### src/rtl/instr_mem_prog.sv
// ----------------------------------------------------------------------------
// instr_mem_prog
//   Run-time programmable instruction memory for the fetch stage.
//   After reset a serial load port fills DEPTH words starting at word 0. Once
//   the last word is written the block serves fetch requests with a one-cycle
//   registered latency. A pc that is not below DEPTH returns NOP_WORD and
//   flags addr_err. A prog_en pulse in RUN restarts the load at word 0.
//
// Ports
//   clk_MI       in   1       clock, rising edge
//   reset        in   1       asynchronous, active-high reset
//   prog_en      in   1       start / restart a load at word 0 (IDLE or RUN)
//   prog_valid   in   1       prog_data holds a word this cycle
//   prog_data    in   DATA_W  word to store at the write pointer
//   prog_ready   out  1       high while loading; transfer = prog_valid & prog_ready
//   prog_done    out  1       single-cycle pulse after the last word is written
//   fetch_req    in   1       fetch request, sampled together with pc
//   pc           in   ADDR_W  word address to fetch
//   fetch_valid  out  1       instrucao / addr_err valid this cycle
//   instrucao    out  DATA_W  fetched word; holds its value while fetch_valid=0
//   addr_err     out  1       with fetch_valid: pc >= DEPTH, instrucao = NOP_WORD
// ----------------------------------------------------------------------------
module instr_mem_prog #(
    parameter int unsigned       DATA_W   = 16,
    parameter int unsigned       ADDR_W   = 6,
    parameter int unsigned       DEPTH    = 42,
    parameter logic [DATA_W-1:0] NOP_WORD = '0
) (
    input  logic              clk_MI,
    input  logic              reset,
    input  logic              prog_en,
    input  logic              prog_valid,
    input  logic [DATA_W-1:0] prog_data,
    output logic              prog_ready,
    output logic              prog_done,
    input  logic              fetch_req,
    input  logic [ADDR_W-1:0] pc,
    output logic              fetch_valid,
    output logic [DATA_W-1:0] instrucao,
    output logic              addr_err
);

    // One extra bit so the range compare stays correct when DEPTH == 2**ADDR_W.
    localparam int unsigned       CMP_W     = ADDR_W + 1;
    localparam logic [CMP_W-1:0]  DEPTH_CMP = CMP_W'(DEPTH);
    localparam logic [ADDR_W-1:0] LAST_WORD = ADDR_W'(DEPTH - 1);

    typedef enum logic [1:0] {
        S_IDLE = 2'd0,
        S_LOAD = 2'd1,
        S_RUN  = 2'd2
    } state_e;

    state_e              state_q, state_d;
    logic [ADDR_W-1:0]   wptr_q, wptr_d;
    logic                prog_ready_q, prog_ready_d;
    logic                prog_done_q, prog_done_d;
    logic                fetch_valid_q, fetch_valid_d;
    logic                addr_err_q, addr_err_d;
    logic [DATA_W-1:0]   instr_q, instr_d;

    logic                mem_we;
    logic [DATA_W-1:0]   mem_q [DEPTH];

    logic                pc_in_range;
    logic [DATA_W-1:0]   rd_word;

    // Out-of-range fetches never touch the array.
    assign pc_in_range = {1'b0, pc} < DEPTH_CMP;
    assign rd_word     = pc_in_range ? mem_q[pc] : NOP_WORD;

    // Next-state, write enable and registered-output next values.
    always_comb begin
        state_d       = state_q;
        wptr_d        = wptr_q;
        prog_done_d   = 1'b0;
        fetch_valid_d = 1'b0;
        addr_err_d    = 1'b0;
        instr_d       = instr_q;
        mem_we        = 1'b0;

        case (state_q)
            S_IDLE: begin
                // fetch_req is ignored here; prog_en wins if both arrive.
                if (prog_en) begin
                    state_d = S_LOAD;
                    wptr_d  = '0;
                end
            end
            S_LOAD: begin
                // prog_en and fetch_req are ignored until the image is complete.
                if (prog_valid) begin
                    mem_we = 1'b1;
                    if (wptr_q == LAST_WORD) begin
                        state_d     = S_RUN;
                        prog_done_d = 1'b1;
                    end else begin
                        wptr_d = wptr_q + ADDR_W'(1);
                    end
                end
            end
            S_RUN: begin
                // A reload drops any fetch presented on the same edge.
                if (prog_en) begin
                    state_d = S_LOAD;
                    wptr_d  = '0;
                end else if (fetch_req) begin
                    fetch_valid_d = 1'b1;
                    addr_err_d    = ~pc_in_range;
                    instr_d       = rd_word;
                end
            end
            default: begin
                state_d = S_IDLE;
                wptr_d  = '0;
            end
        endcase

        prog_ready_d = (state_d == S_LOAD);
    end

    // State and output registers.
    always_ff @(posedge clk_MI or posedge reset) begin
        if (reset) begin
            state_q       <= S_IDLE;
            wptr_q        <= '0;
            prog_ready_q  <= 1'b0;
            prog_done_q   <= 1'b0;
            fetch_valid_q <= 1'b0;
            addr_err_q    <= 1'b0;
            instr_q       <= '0;
        end else begin
            state_q       <= state_d;
            wptr_q        <= wptr_d;
            prog_ready_q  <= prog_ready_d;
            prog_done_q   <= prog_done_d;
            fetch_valid_q <= fetch_valid_d;
            addr_err_q    <= addr_err_d;
            instr_q       <= instr_d;
        end
    end

    // Instruction array; deliberately not reset so it maps onto plain RAM.
    always_ff @(posedge clk_MI) begin
        if (mem_we) begin
            mem_q[wptr_q] <= prog_data;
        end
    end

    assign prog_ready  = prog_ready_q;
    assign prog_done   = prog_done_q;
    assign fetch_valid = fetch_valid_q;
    assign instrucao   = instr_q;
    assign addr_err    = addr_err_q;

endmodule

### config.mk
export PLATFORM = sky130hd
export DESIGN_NAME = instr_mem_prog
export DESIGN_NICKNAME = d
export VERILOG_FILES = /design/src/rtl/instr_mem_prog.sv
export SDC_FILE = /design/constraint.sdc
export NUM_CORES = 1
export LEC_CHECK = 0
export CAP_MARGIN = 20
export CELL_PAD_IN_SITES_DETAIL_PLACEMENT = 0
export CELL_PAD_IN_SITES_GLOBAL_PLACEMENT = 1
export CORE_MARGIN = 3
export CORE_UTILIZATION = 39
export CTS_CLUSTER_DIAMETER = 100
export DETAILED_ROUTE_END_ITERATION = 6
export PLACE_DENSITY_LB_ADDON = 0.2
export SETUP_SLACK_MARGIN = 0.2
export SYNTH_ARGS = -nofsm -noshare
export SYNTH_HDL_FRONTEND = slang
export SYNTH_SLANG_ARGS = --single-unit
### constraint.sdc
create_clock -name clk_MI -period 3.28 [get_ports clk_MI]
set_input_delay 0.984 -clock clk_MI [delete_from_list [all_inputs] [get_ports clk_MI]]
set_output_delay 0.984 -clock clk_MI [all_outputs]
set_load 0.1 [all_outputs]
---- Word-level counts from Yosys, hierarchy flattened ----
Memories as Yosys holds them, arrays and structs flattened.
Index checks and enable logic that the tools add are counted.
storage, ports and cells
  memories ................................ 1
  bits of input ports ..................... 27
  output and inout bits ................... 20
  bits in writable memories ............... 672
  register bits after elaboration ......... 28
  word-level logic and storage cells ...... 45
operators by class
  magnitude comparators ................... 1
  reduce and logical (&&, ||, !) cells .... 4
  bitwise gates (word level) .............. 2
  mux-type cells .......................... 22
  add/subtract/negate cells ............... 1
  eq/ne operators ......................... 7
memory list
  name   depth  bits a word  read ports  clocked after Yosys merged registers in  write ports  RTL line  source
  mem_q  42     16           1           0                                        1            63        logic [DATA_W-1:0] mem_q [DEPTH];
operators with widths
  operator               count
  $mux W6                3
  $mux W16               1
  $mux W1                13
  $pmux W6 S2            1
  $add A6 B1 Y6 const B  1
  $eq A6 B6 Y1 const B   1
  $lt A6 B6 Y1 const B   1
  $mux W2                3
  $reduce_and A3 Y1      2
  $eq A2 B1 Y1 const B   2
  $ne A2 B2 Y1 const B   2
  $pmux W2 S2            1
  $eq A2 B2 Y1 const B   1
  $logic_not A2 Y1       1
  $ne A2 B1 Y1 const B   1
  $not A1 Y1             2
  $reduce_or A2 Y1       1

---- Longest topological paths before layout ----
  word-level depth ........................ 5
  depth in mapped cells ................... 10
  gate-level depth less buffers ........... 7

---- Worst setup path before layout ----
No wires, ideal clock.
  path type ............................... input to register
  start point ............................. input port pc[0]
  end point ............................... register instr_q[5] (netlist: instrucao[5])
  library setup time ...................... 0.120 ns
  data arrival time ....................... 2.465 ns
  setup slack ............................. 0.695 ns
  buffers on the path ..................... 3
  data required time ...................... 3.160 ns
  stages .................................. 7
  cell sequence ........................... buf_6 -> buf_6 -> buf_2 -> mux4_2 -> a21oi_1 -> o21ai_0 -> a31o_1
on the way
  word-level cells in the longest chain between the ends .. 2
  elaborated cells on any way between the ends .. 3
  those cells by class .................... order compare (1); mux (1); memory (1)
RTL lines
  item                                             RTL line  source
  start, declared                                  37        input logic [ADDR_W-1:0] pc,
  $mem_v2 Z42 W16 or $lt A6 B6 Y1 (tied branches)  n/a
  $mux W16 *                                       70        assign rd_word = pc_in_range ? mem_q[pc] : NOP_WORD;
  end signal, assigned                             139       instr_q <= instr_d;
  end, declared                                    60        logic [DATA_W-1:0] instr_q, instr_d;
Every way passes the cells marked *; elsewhere a longest branch is shown, timed or not.
A chain may end at the register's enable or synchronous reset.

---- Final worst setup path ----
  start point ............................. input port pc[0]
  end point ............................... register instr_q[12] (netlist: instrucao[12])
The elaborated chain is that of the path after synthesis.

==> impl_table.tex <==
\begin{tabular}{lr}
\hline
Metric & Value \\
\hline
\multicolumn{2}{l}{\textbf{Setup path}} \\
Data arrival time of the worst path & 3.28 ns \\
Class of the most critical setup path & in -> reg \\
Critical R2R Capture & instrucao[12]\$\_DFFE\_PP0P\_ \\
Number of cell instances on the worst register-to-register path & 5 \\
Critical Path Fanout Max & 23 \\
Register-to-register path setup slack & 1.12 ns \\
Startpoint of the worst-slack reg-to-reg timing path & mem\_q[39][12]\$\_DFFE\_PP\_ \\
Nature of the critical path endpoint & register \\
Crit path launch type & primary input \\
Required time of the worst setup path & 3.77 ns \\
\multicolumn{2}{l}{\textbf{Place}} \\
Final HPWL DP & 42000 um \\
Number of placed cells counting well taps & 2333 \\
Number of buffers added on ports & 46 \\
Routability congestion estimate & 0.760 \\
\multicolumn{2}{l}{\textbf{Clocking}} \\
Hold buffer count at CTS & 0 \\
Worst-path clk slew & 0.06 ns \\
Max H-tree Level & 3 \\
Post-CTS setup buffers & 0 \\
Deepest clock path buffer count & 3 \\
CTS tree & done \\
Cell at the root of the clock tree & clkbuf\_16 \\
Number of CTS-inserted buffers & 74 \\
Sink Count & 700 \\
Skew-Pair Late Insertion Delay & 0.61 ns \\
Post-CTS resize count & 0 \\
\multicolumn{2}{l}{\textbf{STA}} \\
Highest clock rate & 358 MHz \\
Number of max-slew violations in the final report & 0 \\
Period Utilization, post-route & 85.1\% \\
Skew final & 0.0198 ns \\
Slew headroom & 33.0\% \\
Min Tclk post-route & 2.79 ns \\
Setup TNS & 0 ns \\
Worst-Margin Slew & 1.01 ns \\
Setup-failing EPs final & 0 \\
RSZ-0062 raised after global routing & false \\
Hold Violations, Final & 0 \\
\multicolumn{2}{l}{\textbf{Global route}} \\
Number of antenna violations at the first check in global routing & 3 \\
Overall overflow remaining after global route & 0 \\
Global-route wire length before repair & 99700 um \\
Number of global-route vias before repair & 14000 \\
Pin count of the biggest net entering global routing & 47 \\
Overall global routing resource usage & 18.9\% \\
\multicolumn{2}{l}{\textbf{Drt}} \\
Routed length on met1 & 30600 um \\
Wire per inst & 27.7 um \\
Routed length on met3 & 4010 um \\
Routed met2 length & 32100 um \\
Remaining number of nets flagged by the antenna check after routing & 0 \\
Top routing layer in use & met5 \\
Initial DRC Count & 1242 \\
Ratio of routed vias to standard cells & 5.51 \\
Wire length reported by the detailed router & 68200 um \\
Pre-antenna DRT Iters & 5 \\
Residual DRC count & 0 \\
Via count & 13600 \\
\multicolumn{2}{l}{\textbf{Die}} \\
Total core area & 0.0680 mm2 \\
Overall die area & 0.0726 mm2 \\
Die width & 270 um \\
Floorplan row count & 95 \\
Starting Density & 39.8\% \\
Die Height & 270 um \\
Number of I/O pins & 47 \\
\multicolumn{2}{l}{\textbf{Power and ir drop}} \\
Maximum vdd drop & 0.317 mV \\
Power per unit of standard cell area & 620 mW/mm2 \\
Leakage component of the power & 10.5 nW \\
Total power draw & 19.7 mW \\
\multicolumn{2}{l}{\textbf{Synthesis}} \\
Warnings, synthesis & 0 \\
Share of the synthesized area in the top cell type & 74.5\% \\
Sequential element share of the synthesized area & 77.1\% \\
Cell taking the most area after synthesis & edfxtp\_1 \\
Synthesized Nets & 1365 \\
Number of synthesized register bits & 700 \\
Mean instance size in the synthesized netlist & 20.3 um2 \\
Mapped cell area & 0.0271 mm2 \\
Ranking of synthesized cells by area & edfxtp\_1 (75\%), mux4\_2 (8.8\%), mux2i\_1 (2.9\%), dfrtp\_1 (2.6\%), mux2\_2 (1.3\%) \\
Post-Synthesis Cells & 1336 \\
Number of different library cells in the post-synthesis netlist & 47 \\
\multicolumn{2}{l}{\textbf{Min path}} \\
WHS Path Cells & 1 \\
Hold endpoint & state\_q[1]\$\_DFF\_PP0\_ \\
Start point of the worst hold path & state\_q[1]\$\_DFF\_PP0\_ \\
Classification of the worst-slack hold path & reg -> reg \\
\multicolumn{2}{l}{\textbf{Layout}} \\
Final instance count without filler cells & 2466 \\
Most frequent cells in the layout & edfxtp\_1 (672), mux4\_2 (106), buf\_4 (86) \\
Layout overhead on the synthesized area & 17.4\% \\
Share of layout cells above drive strength 1 & 25.3\% \\
Most frequent standard cell in the layout excluding fill and tap cells & edfxtp\_1 \\
Count of nets after finishing & 1517 \\
\multicolumn{2}{l}{\textbf{Run status}} \\
Run status & finished clean \\
\multicolumn{2}{l}{\textbf{Run}} \\
Max-cap viol count & 0 \\
\hline
\end{tabular}
-- layout make-up --
type                            instances  area [um2]
Multi-Input combinational cell        556        5770
Tap cell                              921        1150
Inverter                                6        22.5
Clock inverter                         38         367
Sequential cell                       700       20900
Clock buffer                           94        1980
Fill cell                            5745       36200
Timing Repair Buffer                  150        1610
Antenna cell                            1        2.50
-- through the flow --
step | worst slack [ns] | util, % | hold slack [ns] | area (um2)
2_1_floorplan | 0.695 | - | 0.507 | 27100
3_3_place_gp | -0.231 | 43.3 | 0.539 | 29400
3_5_place_dp | -0.198 | 43.3 | 0.542 | 29400
4_1_cts | 0.446 | 46.7 | 0.557 | 31800
5_1_grt | 0.428 | 46.7 | 0.605 | 31800
6_report | 0.490 | 46.8 | 0.560 | 31800
-- where the power goes --
part,switching [mW],internal [mW]
combinational,0.929,0.513
clock,3.34,4.75
sequential,0.0980,10.1
total,4.36,15.3
-- how the worst max path moves through the flow --
stage / depth (start not counted) / end / slack [ns] / start
6_report: 7 / instrucao[12]$_DFFE_PP0P_ / 0.49 / pc[0]
5_1_grt: 7 / instrucao[11]$_DFFE_PP0P_ / 0.43 / pc[0]
4_1_cts: 7 / instrucao[12]$_DFFE_PP0P_ / 0.45 / pc[0]
3_5_place_dp: 7 / instrucao[12]$_DFFE_PP0P_ / -0.20 / pc[0]
3_3_place_gp: 7 / instrucao[12]$_DFFE_PP0P_ / -0.23 / pc[0]
2_1_floorplan: 7 / instrucao[5]$_DFFE_PP0P_ / 0.70 / pc[0]
-- critical path: stages --
cell and delay (ns):
buf_8 0.28, buf_12 0.25, mux4_2 0.53, a22o_1 0.24, a21oi_1 0.50, o21ai_0 0.22
a31o_1 0.23
-- cells in the mapped netlist, drive strengths merged --
cell type	count
o21ai	33
clkinv	1
xor2	4
a211oi	2
o221a	1
nand3b	3
nor2	74
o31ai	16
o221ai	31
mux2i	78
nor3	1
edfxtp	672
buf	46
clkbuf	28
nand2	29
or2	1
a31o	15
o22ai	15
or3	1
mux2	45
a221oi	1
a21oi	47
inv	5
a32oi	1
a221o	1
a22o	15
mux4	114
o21a	1
or3b	1
nor2b	6
o2111ai	2
a21o	3
nand2b	4
ha	2
nand3	6
dfrtp	28
and3	3
-- cell families after synthesis --
logic type      after synthesis  synth area share (%)
xor+xnor                      4                 0.129
buf+inv                      80                  1.70
fa+ha+maj                     2                0.0924
compound gates              184                  4.63
flops                       700                  77.1
simple gates                129                  2.02
mux                         237                  14.3
-- flip-flops by register name, indices dropped and copies added (netlist names) --
signal       count
mem_q          672
instrucao       16
wptr_q           6
state_q          2
addr_err         1
fetch_valid      1
prog_done        1
prog_ready       1
-- per-layer routing --
metal  vias to the layer above  GRT usage [%]
met5                         -              0
met4                         2           5.62
met3                        85           3.70
met2                       393           29.5
met1                      7262           27.1
li1                       5835              -
Note: power is estimated with default switching activity, not from simulation.
